**config.mk**
```make
export PLATFORM = sky130hd
export DESIGN_NAME = demux1_4_rr_ctrl
export DESIGN_NICKNAME = d
export VERILOG_FILES = /design/src/rtl/demux1_4_rr_ctrl.sv
export SDC_FILE = /design/constraint.sdc
export NUM_CORES = 1
export LEC_CHECK = 0
export CAP_MARGIN = 30
export CORE_UTILIZATION = 43
export CTS_CLUSTER_SIZE = 30
export DETAILED_ROUTE_END_ITERATION = 7
export PLACE_DENSITY = 0.75
export SYNTH_ARGS = -nofsm -noshare
export SYNTH_HDL_FRONTEND = slang
export SYNTH_SLANG_ARGS = --single-unit
```
**constraint.sdc**
```tcl
create_clock -name clk -period 2.1 [get_ports clk]
set_input_delay 0.525 -clock clk [delete_from_list [all_inputs] [get_ports clk]]
set_output_delay 0.525 -clock clk [all_outputs]
set_load 0.03 [all_outputs]
```
**src/rtl/demux1_4_rr_ctrl.sv**
```systemverilog
// demux1_4_rr_ctrl
// Round-robin dispatcher for a 1-to-4 demultiplexer. Registers one word from
// a valid/ready input, presents it to one enabled destination chosen in
// rotating order, holds it until that destination accepts, and counts
// completed deliveries. A delivery and a new accept may share a cycle, so a
// continuously ready destination sees one word per cycle.

module demux1_4_rr_ctrl #(
    parameter int W = 8
) (
    input  logic         clk,
    input  logic         rst_n,
    input  logic         in_valid,
    output logic         in_ready,
    input  logic [W-1:0] in_data,
    input  logic [3:0]   en,
    output logic [3:0]   sel,
    output logic [3:0]   out_valid,
    input  logic [3:0]   out_ready,
    output logic [W-1:0] out_data,
    output logic [15:0]  xfer_cnt
);

    typedef enum logic {
        IDLE = 1'b0,
        BUSY = 1'b1
    } state_t;

    // Rotate a one-hot destination vector by one position towards bit 3,
    // wrapping destination 3 back to destination 0.
    function automatic logic [3:0] rotl1(input logic [3:0] x);
        return {x[2:0], x[3]};
    endfunction

    // First enabled destination found by searching base, rotl(base,1),
    // rotl(base,2), rotl(base,3). Returns 4'b0000 when mask is empty.
    function automatic logic [3:0] pick_target(input logic [3:0] base,
                                               input logic [3:0] mask);
        logic [3:0] cand;
        logic [3:0] result;
        cand   = base;
        result = 4'b0000;
        for (int i = 0; i < 4; i++) begin
            if ((result == 4'b0000) && ((cand & mask) != 4'b0000)) begin
                result = cand;
            end
            cand = rotl1(cand);
        end
        return result;
    endfunction

    state_t         state;
    state_t         state_next;
    logic [3:0]     ptr;
    logic [3:0]     ptr_next;
    logic [3:0]     sel_next;
    logic [W-1:0]   data_next;
    logic [15:0]    cnt_next;

    logic           any_en;
    logic           delivery;
    logic           accept;
    logic [3:0]     search_base;
    logic [3:0]     pick;

    // Handshake decode: a held word is delivered only through its own select
    // line; ready bits of other destinations are ignored. in_ready is gated by
    // rst_n so nothing is taken while reset is asserted.
    always_comb begin
        any_en      = |en;
        delivery    = (state == BUSY) && ((out_ready & sel) != 4'b0000);
        if (state == BUSY) begin
            in_ready = rst_n && delivery && any_en;
        end else begin
            in_ready = rst_n && any_en;
        end
        accept      = in_valid && in_ready;
        // While BUSY the next search starts after the destination just served,
        // which is the value ptr is about to take, not the stale ptr.
        search_base = (state == BUSY) ? rotl1(sel) : ptr;
        pick        = pick_target(search_base, en);
    end

    // Next-state and next-register values for the dispatcher FSM.
    always_comb begin
        // NOTE: every signal gets a default first so no path through the
        // case statement leaves one unassigned, which would infer a latch.
        state_next = state;
        ptr_next   = ptr;
        sel_next   = sel;
        data_next  = out_data;
        cnt_next   = xfer_cnt;

        case (state)
            IDLE: begin
                if (accept) begin
                    data_next  = in_data;
                    sel_next   = pick;
                    state_next = BUSY;
                end
            end
            BUSY: begin
                if (delivery) begin
                    ptr_next = rotl1(sel);
                    cnt_next = xfer_cnt + 16'd1;
                    if (accept) begin
                        data_next  = in_data;
                        sel_next   = pick;
                        state_next = BUSY;
                    end else begin
                        sel_next   = 4'b0000;
                        state_next = IDLE;
                    end
                end
            end
            default: begin
                sel_next   = 4'b0000;
                state_next = IDLE;
            end
        endcase
    end

    // State register: async reset drops any held word without counting it.
    always_ff @(posedge clk or negedge rst_n) begin
        if (!rst_n) begin
            state    <= IDLE;
            ptr      <= 4'b0001;
            sel      <= 4'b0000;
            out_data <= '0;
            xfer_cnt <= 16'h0000;
        end else begin
            // NOTE: non-blocking assignments so every register samples the
            // pre-edge values computed above, independent of statement order.
            state    <= state_next;
            ptr      <= ptr_next;
            sel      <= sel_next;
            out_data <= data_next;
            xfer_cnt <= cnt_next;
        end
    end

    // Per-destination valid mirrors the registered one-hot select.
    always_comb begin
        out_valid = sel;
    end

endmodule

```
==> metrics.txt <==
area leader, netlist=dfrtp_1; initial antenna violation count=0; Max Fclk=approximately 400 MHz; Ports=52; RSZ-0062 raised after global routing=yes; TritonCTS clock tree=done; Setup Viol. Count Final=4; layout cell share with drive strength beyond 1=around 45%; core area=slightly above 4000 um2; CP max stage cell=dfrtp_2; Power Dens Cells=800 nW/um2; CTS Buf Count=5; count of cell types in the netlist=46; Synth Net Count=~190; hold-fix buffer count after cts=0; Crit Path Category=register to register; sequential element share of the synthesized area=43.7%; Worst Hold Class=input pin to async pin; clock root buffer=clkbuf_8; fin cells=around 330; placed instance count=approximately 310; setup slack after layout=-0.399 ns; CP Data Arrival Time=2.67 ns; die area=around 4700 um2; largest fanout on the critical path=7; Initial DRT Pass Iterations=4; Die H=~68 um; failing checks=setup timing; Via density=slightly below 6; DRC viols=0; Final Slew Violations=0; Core Util, Final=between 70% and 80%; wire per inst=roughly 20 um; Area growth syn-to-layout=69.9%; FFs w/ async S/R, synth=100%; reg2reg start=state; routed wire length=6560 um; cells along the critical path=buf_6 -> mux2_4 -> a22oi_2 -> nand2_2 -> buf_4 -> a211oi_4 -> nor2b_1 -> a221oi_4 -> o31ai_2; DRT antenna net count=0; Final Cycle Share=119%; via count=1,971; reg-to-reg endpoint=out_valid[1]; VDD IR max=between 0.6 and 0.7 mV; Yosys top cell area share=a little over two fifths; status=finished with violations; worst-skew pair later-pin latency=between 0.2 and 0.3 ns; CTS H-tree depth=2; Clock Pin Slew Worst Setup and Hold Paths=~0.070 ns; top_reg_cell synth=dfrtp_1; Tmin final=~2.5 ns; filler instances=about 270; vias in the first global route=a little under 2,000; Largest stage delay, worst path=0.48 ns; GPL Wtd Cong=about 0.9; Area contributors post-synth=dfrtp_1 42%, mux2_2 9.5%, xnor2_1 5.1%; Starting DRT DRC Count=about 260; #FFs+latches synth=33; Worst Max-Slew Pin Slew=approximately 0.57 ns; Placement Rows=23; startpoint types=register; reg2reg setup slack=-0.40 ns; commonest cells in the netlist=32 x dfrtp_1, 16 x mux2_2, 12 x nand2_1; mean post-synth cell area=around 11 um2; ANT cells=0; Mapped Area=roughly 1900 um2; GRT Util Overall=28.8%; Max Cap Viol=0; CP Capture Type=register; max_slew headroom=roughly 61%; Final Hold Fails=0; global route overflow=0; largest net degree at the start of global routing=34; LEAKAGE=1.48 nW; FF-to-FF path depth=9; Required @ worst endpoint=about 2.3 ns; clk buf depth=2; IO buf count=slightly above 50; total number of yosys warnings=0; most common cell in the netlist=dfrtp_1; Initial Util=a little under half; Chip Width=between 60 and 70 um; post-synthesis instance total=between 150 and 200; Layout Nets=300; final HPWL from detailed placement=between 3000 and 4000 um; Setup Skew=between 0.01 and 0.015 ns; Post-synth EDFFs=0; worst hold-check slack=roughly 0.39 ns; # clock sinks=33; global-route wire length before repair=roughly 9600 um
routing by layer:
layer | up-vias | global-route usage (%) | routed length [um]
li1 | 869 | - | -
met1 | 948 | 33.6 | 2700
met5 | - | 0 | 0
met4 | 0 | 17.7 | 357
met3 | 42 | 7.17 | 385
met2 | 112 | 47.1 | 3120
worst max-delay path: cells and delay by family, from the launching register on:
| kind | cells | cell delay [ns] |
|---|---|---|
| AOI/OAI and AO/OA | 4 | 1.00 |
| buffers and inverters | 2 | 0.30 |
| DFF | 1 | 0.48 |
| muxes | 1 | 0.34 |
| and+or+nand+nor | 2 | 0.26 |
cells by family after synthesis:
logic type / count (synthesis) / share of synthesized area, %
buf+inv: 12 / 3.63
flops: 33 / 43.7
xor+xnor: 15 / 6.94
mux: 21 / 12.4
fa+ha+maj: 1 / 0.661
compound gates: 43 / 18.0
simple gates: 48 / 14.7
placed cells by master (no fill, tap or decap), drive strengths merged, types with 3 or more instances in the layout:
master and count:
buf 60, clkdlybuf4s50 37, dfrtp 32, mux2 18
nand2 12, xnor2 11, a22oi 10, dlygate4sd2 8
clkbuf 7, a211oi 7, nand3 6, a21oi 6
o31ai 6, dlymetal6s2s 5, nand4 5, nor2 5
xor2 4, mux2i 4, nor3 4, and3 4
a221oi 3
how the worst max path moves through the flow:
stage,startpoint,endpoint,cells after the start
after global routing,state,out_valid[1],9
after floorplan,out_valid[3],out_valid[1],7
after global placement,en[0],out_valid[0],8
after detailed placement,en[0],out_valid[0],8
final,state,out_valid[1],9
after CTS,state,out_valid[0],7
stage by stage:
stage	setup slack, ns	power, W	area [um2]	TNS [ns]
after floorplan	-0.0177	0.00129	1900	-0.0177
after global placement	-0.555	0.00166	2730	-5.60
after detailed placement	-0.546	0.00167	2730	-6.54
after CTS	-0.0951	0.00243	3100	-0.295
after global routing	-0.441	0.00266	3220	-1.69
final	-0.399	0.00257	3220	-1.39
state kept, by name (all words and copies together), names as in the netlist:
signal     cells
xfer_cnt      16
out_valid      4
ptr            4
state          1
out_data       8
area by class of cell:
type	instances	area, um2	area share, %
clock buffer	7	86.3	2.68
clock inverter	1	30.0	0.934
inverter	1	3.75	0.117
multi-input combinational	129	1220	37.9
sequential	33	832	25.9
tap	50	62.6	1.95
timing repair buffer	110	983	30.6
report_power, final:
part	internal [W]	switching, W
Clock	0.000387	0.000247
Combinational	0.000586	0.000521
Sequential	0.000740	0.0000907
Total	0.00171	0.000859
repair_timing:
action | in CTS | in global routing
gates cloned | 1 | 0
pin swaps | 17 | 6
setup buffers | 8 | 7
resized for setup | 45 | 15
endpoints found under the setup margin | 13 | 15
Note: power is estimated with default switching activity, not from simulation.
